$ cat src/rtl/axis_downsizer_if.sv
// Minimal AXI Stream bundle (tvalid/tready/tdata) with subordinate and manager views.
interface axis_downsizer_if #(
  parameter int TDATA_WIDTH = 8
);
  logic                   tvalid;
  logic                   tready;
  logic [TDATA_WIDTH-1:0] tdata;

  modport s (input tvalid, input tdata, output tready);
  modport m (output tvalid, output tdata, input tready);
endinterface

$ cat src/rtl/axis_downsizer.sv
// Wide-to-narrow AXI Stream serializer: one wide word becomes RATIO narrow beats,
// least-significant slice first, with m_last flagging the final beat of each word.
module axis_downsizer #(
  parameter int RATIO = 4
) (
  input  logic         clk,
  input  logic         rst_n,
  axis_downsizer_if.s  axis_sif,
  axis_downsizer_if.m  axis_mif,
  output logic         m_last,
  input  logic         flush
);

  localparam int NW = axis_mif.TDATA_WIDTH;
  localparam int WW = axis_sif.TDATA_WIDTH;
  localparam int CW = $clog2(RATIO);
  localparam logic [CW-1:0] LAST_CNT = CW'(RATIO - 1);

  generate
    if (RATIO < 2 || WW != RATIO * NW) begin : g_cfg_err
      $fatal(1, "axis_downsizer: wide width must equal RATIO * narrow width, RATIO >= 2");
    end
  endgenerate

  typedef enum logic {
    IDLE = 1'b0,
    SEND = 1'b1
  } state_t;

  state_t          state_q, state_d;
  logic [CW-1:0]   cnt_q, cnt_d;
  logic [WW-1:0]   wdata_q, wdata_d;

  logic busy;
  logic last_beat;
  logic s_ready;
  logic s_hs;
  logic m_hs;

  assign busy      = (state_q == SEND);
  assign last_beat = busy && (cnt_q == LAST_CNT);
  // A new word may enter only when idle or when the last beat leaves this very cycle.
  assign s_ready   = !flush && (!busy || (last_beat && axis_mif.tready));
  assign s_hs      = axis_sif.tvalid && s_ready;
  assign m_hs      = busy && axis_mif.tready;

  assign axis_sif.tready = s_ready;
  assign axis_mif.tvalid = busy;
  assign axis_mif.tdata  = wdata_q[NW * int'(cnt_q) +: NW];
  assign m_last          = last_beat;

  always_comb begin
    state_d = state_q;
    cnt_d   = cnt_q;
    wdata_d = wdata_q;
    if (flush) begin
      state_d = IDLE;
      cnt_d   = '0;
    end else begin
      unique case (state_q)
        IDLE: begin
          if (s_hs) begin
            wdata_d = axis_sif.tdata;
            cnt_d   = '0;
            state_d = SEND;
          end
        end
        SEND: begin
          if (m_hs) begin
            if (last_beat) begin
              cnt_d = '0;
              if (s_hs) begin
                wdata_d = axis_sif.tdata;
                state_d = SEND;
              end else begin
                state_d = IDLE;
              end
            end else begin
              cnt_d = cnt_q + CW'(1);
            end
          end
        end
        default: begin
          state_d = IDLE;
          cnt_d   = '0;
        end
      endcase
    end
  end

  always_ff @(posedge clk or negedge rst_n) begin
    if (!rst_n) begin
      state_q <= IDLE;
      cnt_q   <= '0;
      wdata_q <= '0;
    end else begin
      state_q <= state_d;
      cnt_q   <= cnt_d;
      wdata_q <= wdata_d;
    end
  end

  // A stalled beat must stay put until taken (flush is the only way to drop it).
  a_m_stable: assert property (@(posedge clk) disable iff (!rst_n)
    (axis_mif.tvalid && !axis_mif.tready && !flush) |=> (axis_mif.tvalid && $stable(axis_mif.tdata)));

  a_no_early_ready: assert property (@(posedge clk) disable iff (!rst_n)
    (busy && !last_beat) |-> !axis_sif.tready);

endmodule

$ cat src/flat_wrapper.sv
// flat-port wrapper written by rule: the top's interface ports become plain ports
module axis_downsizer_flat 
#(
  parameter int RATIO = 4
)
  (clk, rst_n, m_last, flush, axis_sif_tvalid, axis_sif_tdata, axis_sif_tready, axis_mif_tvalid, axis_mif_tdata, axis_mif_tready);
  axis_downsizer_if #(.TDATA_WIDTH(32)) axis_sif_i ();
  axis_downsizer_if #(.TDATA_WIDTH(8)) axis_mif_i ();
  input  logic clk;
  input  logic rst_n;
  output logic m_last;
  input  logic flush;
  input wire logic [$bits(axis_sif_i.tvalid)-1:0] axis_sif_tvalid;
  input wire logic [$bits(axis_sif_i.tdata)-1:0] axis_sif_tdata;
  output wire logic [$bits(axis_sif_i.tready)-1:0] axis_sif_tready;
  output wire logic [$bits(axis_mif_i.tvalid)-1:0] axis_mif_tvalid;
  output wire logic [$bits(axis_mif_i.tdata)-1:0] axis_mif_tdata;
  input wire logic [$bits(axis_mif_i.tready)-1:0] axis_mif_tready;
  assign axis_sif_i.tvalid = axis_sif_tvalid;
  assign axis_sif_i.tdata = axis_sif_tdata;
  assign axis_sif_tready = axis_sif_i.tready;
  assign axis_mif_tvalid = axis_mif_i.tvalid;
  assign axis_mif_tdata = axis_mif_i.tdata;
  assign axis_mif_i.tready = axis_mif_tready;
  axis_downsizer #(.RATIO(RATIO)) u_core (.clk(clk), .rst_n(rst_n), .axis_sif(axis_sif_i), .axis_mif(axis_mif_i), .m_last(m_last), .flush(flush));
endmodule
$ cat config.mk
export PLATFORM = sky130hd
export DESIGN_NAME = axis_downsizer_flat
export DESIGN_NICKNAME = d
export VERILOG_FILES = /design/src/rtl/axis_downsizer_if.sv /design/src/rtl/axis_downsizer.sv /design/src/flat_wrapper.sv
export SDC_FILE = /design/constraint.sdc
export NUM_CORES = 1
export LEC_CHECK = 0
export BUFFER_PORTS_ARGS = -buffer_cell sky130_fd_sc_hd__buf_2
export CAP_MARGIN = 5
export CORE_MARGIN = 5
export CORE_UTILIZATION = 40
export DETAILED_ROUTE_END_ITERATION = 16
export GPL_ROUTABILITY_DRIVEN = 0
export MAX_ROUTING_LAYER = met4
export SLEW_MARGIN = 20
export SYNTH_ARGS = -nofsm -noshare
export SYNTH_HDL_FRONTEND = slang
export SYNTH_SLANG_ARGS = --single-unit
$ cat constraint.sdc
create_clock -name clk -period 1.8 [get_ports clk]
set_input_delay 0.18 -clock clk [delete_from_list [all_inputs] [get_ports clk]]
set_output_delay 0.18 -clock clk [all_outputs]
set_load 0.02 [all_outputs]
; After elaboration in Yosys (flattened, before gate mapping)
; Cells that the tools add are included.
[word_totals]
ff_bits = 35
output_inout_bits = 11
elab_cells = 36
[classes]
n_addsub = 1
n_eq_ne = 5
shifts = 1
mux = 14
n_bitwise = 2
n_reduce_logical = 10
[op_table]
columns = cell, count
row1 = $mux W32, 3
row2 = $pmux W32 S2, 1
row3 = $shiftx A32 B6 Y8, 1
row4 = $mux W2, 4
row5 = $logic_and A1 B1 Y1, 5
row6 = $mux W1, 4
row7 = $ne A2 B2 Y1 const B, 2
row8 = $pmux W2 S2, 1
row9 = $ne A3 B2 Y1 const B, 1
row10 = $ne A3 B3 Y1 const B, 1
row11 = $reduce_and A3 Y1, 1
row12 = $add A2 B1 Y2 const B, 1
row13 = $eq A2 B2 Y1 const B, 1
row14 = $logic_not A1 Y1, 2
row15 = $not A1 Y1, 2
row16 = $pmux W1 S2, 1
row17 = $reduce_and A2 Y1, 1
row18 = $logic_or A1 B1 Y1, 1

; Longest topological paths before layout
; Gate-level depths: netlist of run 1.
[logic_depth]
depth_word = 11
ltp_mapped = 5
mapped_depth_nobuf = 4

; Least setup slack after synthesis of run 1
; No wires, ideal clock.
[synth_path]
path_kind = reg2reg
start = register u_core.state_q (netlist: u_core.axis_mif.tvalid)
end = register u_core.wdata_q[0]
arrival_time_ns = 1.471
required_time_ns = 1.675
setup_slack_ns = 0.204
stages_incl_launch_ff = 5
n_path_buf = 1
cell_sequence = dfrtp_1 -> a21boi_4 -> nor3b_4 -> buf_6 -> mux2_2
[synth_via]
elab_chain_cells = 9
word_cells_on_any_way = 15
[synth_rtl]
columns = item, line_no
row1 = "start, declared", axis_downsizer.sv:30  ; state_t state_q, state_d;
row2 = "start signal, assigned", axis_downsizer.sv:97  ; state_q <= state_d;
row3 = $logic_and A1 B1 Y1, axis_downsizer.sv:41  ; assign last_beat = busy && (cnt_q == LAST_CNT);
row4 = $logic_and A1 B1 Y1, axis_downsizer.sv:43  ; assign s_ready = !flush && (!busy || (last_beat && axis_mif.tready));
row5 = $logic_or A1 B1 Y1, axis_downsizer.sv:43
row6 = $logic_and A1 B1 Y1, axis_downsizer.sv:43
row7 = $logic_and A1 B1 Y1, axis_downsizer.sv:44  ; assign s_hs = axis_sif.tvalid && s_ready;
row8 = $mux W32 (3 in series), -
row9 = $pmux W32 S2, axis_downsizer.sv:60  ; unique case (state_q)
row10 = "end signal, assigned", axis_downsizer.sv:99  ; wdata_q <= wdata_d;
row11 = "end, declared", axis_downsizer.sv:32  ; logic [WW-1:0] wdata_q, wdata_d;
; Several ways; a longest one is shown, not always the timed one. The select of a mux whose other input is x is not followed.
; A chain may end at the register's enable or synchronous reset.

; Worst setup path after layout of run 1
[layout_path]
start = register u_core.cnt_q[0]
end = output port axis_mif_tdata[1]
[layout_via]
elab_chain_cells = 1
[layout_rtl]
columns = item, line_no
row1 = "start, declared", axis_downsizer.sv:31  ; logic [CW-1:0] cnt_q, cnt_d;
row2 = "start signal, assigned", axis_downsizer.sv:98  ; cnt_q <= cnt_d;
row3 = $shiftx A32 B6 Y8, axis_downsizer.sv:49  ; assign axis_mif.tdata = wdata_q[NW * int'(cnt_q) +: NW];
row4 = "end, declared", flat_wrapper.sv:17  ; output wire logic [$bits(axis_mif_i.tdata)-1:0] axis_mif_tdata;
; Every way passes these cells.

==> impl_metrics.env, run 1 <==
export IMPL_drc=0
export IMPL_startpoint_type="flip-flop"
export IMPL_grt_start_max_net_pins=36
export IMPL_synth_xor_area_frac=0
export IMPL_ys_flop_type="dfrtp_1"
export IMPL_max_clock_path_buffers=2
export IMPL_irDropWorstVdd_uv=542
export IMPL_drt_vias_per_instance=5.03
export IMPL_dr_pass1_iters=4
export IMPL_utilization=0.521
export IMPL_rsz0062_at_grt="false"
export IMPL_root_buffer="clkbuf_8"
export IMPL_setup_tns_ps=0
export IMPL_synth_compound_area_frac=0.0238
export IMPL_yosys_area_top_type_share=0.554
export IMPL_fin_crit_ps=1750
export IMPL_critPathMaxFanout=11
export IMPL_num_nets_final=188
export IMPL_synthMuxAreaShare=0.348
export IMPL_syn_inst=96
export IMPL_cp_slowest_stage_delay_ps=540
export IMPL_worstHoldStart="axis_sif_tdata[15]"
export IMPL_synth_simple_area_share=0.0388
export IMPL_synth_adder_area_share=0.00792
export IMPL_final_area_um2=1950
export IMPL_grt_total_usage=0.128
export IMPL_dp_hpwl_um=2260
export IMPL_synth_top_family_by_area="multiplexers"
export IMPL_fp_coreArea_um2=3740
export IMPL_outcome="finished, final reports clean"
export IMPL_synth_edf_count=0
export IMPL_fmax_mhz=572
export IMPL_period_share=0.971
export IMPL_fin_skew_ps=2.78
export IMPL_ys_types=18
export IMPL_placed_area_um2=1860
export IMPL_numCtsBuffers=5
export IMPL_synth_area_um2=1580
export IMPL_path_cells="buf_6 > mux4_2 > buf_2"
export IMPL_synthTopCellsByArea="dfrtp_1 55%, mux2_2 23%, mux4_2 11%, buf_6 2.1%, a21boi_4 1.2%"
export IMPL_yosysWarnings=0
export IMPL_yosysSeqAreaShare=0.554
export IMPL_switching_share=0.254
export IMPL_slowest_stage="mux4_2"
export IMPL_syn_area_per_cell_um2=16.5
export IMPL_async_reset_ff_frac=1.00
export IMPL_antennaDiodeCount=0
export IMPL_cts_htree_levels=2
export IMPL_r2r_cells=5
export IMPL_r2r_start="u_core.cnt_q[0]"
export IMPL_hold_violations=0
export IMPL_num_rows=22
export IMPL_switching_power_mw=0.483
export IMPL_worstPathRequired_ps=1620
export IMPL_grt_pass1_wl_um=4860
export IMPL_hp_class="in -> reg"
export IMPL_crit_type="reg -> out"
export IMPL_syn_num_nets=134
export IMPL_r2r_end="u_core.wdata_q[14]"
export IMPL_power_frac_clock=0.262
export IMPL_reg2reg_slack_ps=140
export IMPL_min_to="u_core.wdata_q[15]"
export IMPL_ys_ff_latch=35
export IMPL_finalSetupViolations=0
export IMPL_grt_ovfl_total=0
export IMPL_seqPwrFrac=0.523
export IMPL_port_buffers=47
export IMPL_initial_core_util=0.422
export IMPL_slew_limit_headroom=0.490
export IMPL_antenna_found_initial=0
export IMPL_slew_viol_final=0
export IMPL_die_height_um=72.9
export IMPL_endpoint_kind="output pin"
export IMPL_leakage_nw=0.878
export IMPL_power_internal_mw=1.42
export IMPL_cts_tree="built"
export IMPL_maxCapViolations=0
export IMPL_yosysTopAreaCell="dfrtp_1"
export IMPL_wire_per_inst_um=15.6
export IMPL_synth_most_common_cell="dfrtp_1"
export IMPL_fillers=356
export IMPL_worst_ep_arrival_time_ps=1570
export IMPL_die_area_um2=5310
export IMPL_worstHoldPathCells=2
export IMPL_drive_above_1_share=0.658
export IMPL_area_growth_pct=23.4
export IMPL_ant_nets=0
export IMPL_p_comb_frac=0.215
export IMPL_path_clk_slew_ps=60
export IMPL_first_global_vias=1074
export IMPL_die_x_um=72.9
export IMPL_drt_iter0_drc=1
export IMPL_ioPinCount=48
export IMPL_power_per_cell_area_nw_per_um2=977
export IMPL_worst_slew_pin_slew_ps=764
export IMPL_clock_sinks=35
export IMPL_vias=990
export IMPL_drt_wl_total_um=3080
export IMPL_clock_latency_ps=280
export IMPL_yosys_top_cells_count="35 x dfrtp_1, 32 x mux2_2, 8 x mux4_2, 5 x nor2_1, 3 x buf_6"
cell usage in the layout (no fill, tap or decap):
cell type,n
buf_2,47
dfrtp_1,35
mux2_2,32
mux4_2,8
nor2_1,5
clkbuf_8,5
buf_4,3
and2_1,1
a21boi_4,1
nor3b_4,1
nand2_1,1
nor3b_1,1
nor2b_1,1
o21ai_0,1
a21oi_1,1
mux2i_1,1
a32oi_1,1
ha_1,1
clkbuf_1,1
dlygate4sd3_1,1
buf_6,1
sequential cells by signal (all words and copies together), names as in the netlist:
register and flops:
u_core.axis_mif.tvalid 1, u_core.cnt_q 2, u_core.wdata_q 32
power groups by stage:
stage / logic [mW] / clock network (mW) / registers [mW]
global placement: 0.399 / 0 / 1.00
floorplan: 0.290 / 0 / 0.989
finish: 0.409 / 0.500 / 0.996
global route: 0.445 / 0.538 / 1.01
detailed placement: 0.414 / 0 / 1.01
CTS: 0.417 / 0.524 / 0.996
worst max-delay path, delay by kind of cell (launching register included):
| family | cells | cell delay (ps) |
|---|---|---|
| mux | 1 | 540 |
| flops | 1 | 370 |
| buf+inv | 2 | 370 |
cell families (layout without fill, tap and decap cells):
| logic type | Yosys count | count (layout) |
|---|---|---|
| simple gates | 10 | 10 |
| compound gates | 4 | 4 |
| flops | 35 | 35 |
| fa+ha+maj | 1 | 1 |
| buf+inv | 5 | 58 |
| mux | 41 | 41 |
final cells by class:
cell class	count	area (um2)	area share
timing repair buffer	52	279	0.143
clock buffer	6	72.6	0.0372
sequential	35	876	0.449
tap	48	60.1	0.0308
multi-input combinational	56	662	0.340
per-layer routing:
layer  part of all wire  wire (um)  track usage
met5                  0          0            -
met4             0.0058         18       0.0471
met1               0.43       1310        0.146
met2               0.49       1500        0.199
met3              0.080        248       0.0537
worst max-delay path by stage:
stage	startpoint	endpoint	slack, ps
6_report	u_core.cnt_q[0]	axis_mif_tdata[1]	50
4_1_cts	u_core.cnt_q[0]	axis_mif_tdata[1]	9
5_1_grt	u_core.cnt_q[0]	axis_mif_tdata[1]	4
2_1_floorplan	u_core.axis_mif.tvalid	u_core.wdata_q[0]	200
3_3_place_gp	u_core.cnt_q[0]	u_core.wdata_q[1]	250
3_5_place_dp	u_core.cnt_q[1]	u_core.wdata_q[14]	160
what timing repair did:
| item | 4_1_cts | 5_1_grt |
|---|---|---|
| endpoints found under the setup margin | 0 | 7 |
| endpoints found under the hold margin | 20 | 0 |
| setup buffers | 0 | 0 |
| gates resized for setup | 0 | 1 |
| hold buffers | 1 | 0 |
per-stage QoR:
step | setup slack (ps) | total power, mW | std cells | hold WS [ps]
floorplan | 204 | 1.28 | 96 | -116
global placement | 248 | 1.40 | 190 | 287
detailed placement | 164 | 1.43 | 190 | 300
CTS | 9.44 | 1.94 | 197 | 120
global route | 3.60 | 1.99 | 197 | 122
finish | 52.4 | 1.90 | 197 | 130
Power figures use the tool's default switching activity.
==> run 2, diff against run 1 <==
CTS_BUF_LIST = sky130_fd_sc_hd__clkbuf_8   (was not set)
PLACE_DENSITY = 0.67   (was not set)
clock period = 1.6 ns   (was 1.8 ns; I/O delays follow)
==> run 2 against run 1 <==
  * The run now ends with negative setup slack left
  * Register-to-register slack got worse by 240 ps
  * First-iteration DRC count rose to 23 times the previous value
  * Non-clock buffer count is 8 higher
  * Sequential share of layout area fell by 3.8 points
  * Flip-flop and latch count did not move
  * Combinational power up 37%
  * Setup slack worse by 150 ps
  * Total power is 19% higher
  * Global-route usage increased by 0.94 points
  * Critical path depth is the same
  * Cell area is 9.5% higher
  * Utilization is 4.9 points higher
  * Critical path type unchanged
  * Largest cell class unchanged
==> impl_metrics.env, run 2 (same netlist as run 1, synthesis figures left out) <==
export IMPL_register_area_um2=877
export IMPL_worst_slew_pin_slew_ps=764
export IMPL_fp_coreArea_um2=3740
export IMPL_largest_register_ffs=32
export IMPL_ant_nets=0
export IMPL_grt_pass1_wl_um=5260
export IMPL_switching_share=0.259
export IMPL_cts_tree="built"
export IMPL_fmax_mhz=588
export IMPL_final_instance_count_excl_fill=207
export IMPL_port_buffers=47
export IMPL_critPathTopFamily="multiplexers"
export IMPL_irDropWorstVdd_uv=687
export IMPL_drive_above_1_share=0.686
export IMPL_slew_viol_final=0
export IMPL_grt_ovfl_total=0
export IMPL_path_buf_inv=2
export IMPL_startpoint_type="flip-flop"
export IMPL_critPathMaxFanout=6
export IMPL_drt_vias_per_instance=5.00
export IMPL_utilization=0.570
export IMPL_dr_pass1_iters=4
export IMPL_slew_limit_headroom=0.491
export IMPL_worst_slack_ps=-102
export IMPL_worst_ep_arrival_time_ps=1540
export IMPL_outcome="complete, but fails checks"
export IMPL_die_area_um2=5310
export IMPL_grt_total_usage=0.137
export IMPL_num_rows=22
export IMPL_clock_latency_ps=280
export IMPL_hold_slack_ps=99.7
export IMPL_final_common_cell="buf_2"
export IMPL_vias=1035
export IMPL_placed_cells=190
export IMPL_hp_class="in -> reg"
export IMPL_path_clk_slew_ps=70
export IMPL_grt_start_max_net_pins=36
export IMPL_num_nets_final=196
export IMPL_first_global_vias=1058
export IMPL_root_buffer="clkbuf_8"
export IMPL_cts_htree_levels=2
export IMPL_drt_wl_total_um=3520
export IMPL_initial_core_util=0.422
export IMPL_fin_skew_ps=10.9
export IMPL_dp_hpwl_um=2260
export IMPL_fillers=336
export IMPL_drt_iter0_drc=23
export IMPL_antenna_found_initial=0
export IMPL_die_x_um=72.9
export IMPL_numCtsBuffers=5
export IMPL_worstPathRequired_ps=1440
export IMPL_multiInputGateArea_um2=664
export IMPL_antennaDiodeCount=0
export IMPL_period_share=1.06
export IMPL_clock_sinks=35
export IMPL_power_frac_clock=0.257
export IMPL_ioPinCount=48
export IMPL_max_clock_path_buffers=2
export IMPL_seqPwrFrac=0.496
export IMPL_p_total_mw=2.27
export IMPL_maxCapViolations=0
export IMPL_area_growth_pct=35.1
export IMPL_crit_type="reg -> out"
export IMPL_cp_slowest_stage_delay_ps=520
export IMPL_power_internal_mw=1.68
export IMPL_most_common_layout_cells="39 x buf_2, 34 x dfrtp_1, 32 x mux2_2"
export IMPL_p_comb_frac=0.247
export IMPL_power_per_cell_area_nw_per_um2=1060
export IMPL_rsz0062_at_grt="true"
export IMPL_slowest_stage="mux4_2"
export IMPL_switching_power_mw=0.586
export IMPL_hold_violations=0
export IMPL_violations="negative setup slack"
export IMPL_wire_per_inst_um=17.0
export IMPL_top_register="u_core.wdata_q"
export IMPL_endpoint_kind="output pin"
export IMPL_path_cells="buf_8 > mux4_2 > buf_6"
export IMPL_fin_crit_ps=1700
export IMPL_finalSetupViolations=40
export IMPL_leakage_nw=0.964
export IMPL_drc=0
export IMPL_die_height_um=72.9
==> run 2: changes by cell type in the layout (fill, tap and decap cells not counted), sizes merged <==
cell    change
buf         +6
clkbuf      +1
clkinv      +1
inv         +2
==> run 2: timing repair <==
item,4_1_cts,5_1_grt
endpoints found under the hold margin,35,0
endpoints found under the setup margin,21,40
resized for setup,5,18
cloned,0,3
buffers inserted,2,3
hold buffers,1,0
==> run 2: power by group through the flow <==
stage	clock [mW]	sequential (mW)	combinational, mW
after floorplan	0	1.11	0.326
after global placement	0	1.12	0.458
after detailed placement	0	1.14	0.471
after CTS	0.613	1.12	0.486
after global routing	0.655	1.14	0.601
final	0.582	1.12	0.559
==> run 2: worst paths after layout <==
| kind | depth (start not counted) | slack, ps | endpoint | startpoint |
|---|---|---|---|---|
| worst min register to register | 1 | 500 | u_core.wdata_q[20] | u_core.wdata_q[20] |
| worst min-delay path | 2 | 100 | u_core.wdata_q[18] | axis_sif_tdata[18] |
| max in group asynchronous | 2 | 590 | u_core.cnt_q[0] | rst_n |
| worst max-delay path | 3 | -100 | axis_mif_tdata[1] | u_core.cnt_q[0] |
| min in group asynchronous | 2 | 480 | u_core.wdata_q[0] | rst_n |
| worst max register to register | 6 | -100 | u_core.wdata_q[25] | u_core.cnt_q[0] |
==> run 2: area by class of cell <==
| type | instances | share of cell area |
|---|---|---|
| well taps | 48 | 0.0281 |
| clock buffers | 5 | 0.0322 |
| repair buffers | 60 | 0.212 |
| multi-input cells | 56 | 0.311 |
| flip-flops and latches | 35 | 0.411 |
| clock inverters | 3 | 0.00586 |
==> run 2: worst register-to-register path, delay by kind of cell, from the launching register on <==
kind | cells | cell delay, ps
buf+inv | 2 | 290
simple gates | 1 | 190
fa+ha+maj | 1 | 240
mux | 1 | 360
compound gates | 1 | 80
flops | 1 | 420
==> run 2: layer usage <==
metal,vias up,part of all wire,global-route usage
met5,-,0,-
met2,37,0.48,0.194
li1,483,-,-
met4,0,0.016,0.0574
met1,509,0.43,0.174
met3,6,0.075,0.0537
==> run 2: metrics by stage <==
| step | area, um2 | worst slack (ps) | TNS, ps |
|---|---|---|---|
| global route | 2130 | -174 | -6170 |
| CTS | 2000 | -117 | -2050 |
| floorplan | 1580 | 3.89 | 0 |
| global placement | 1880 | 47.1 | 0 |
| finish | 2130 | -102 | -3460 |
| detailed placement | 1880 | 8.14 | 0 |
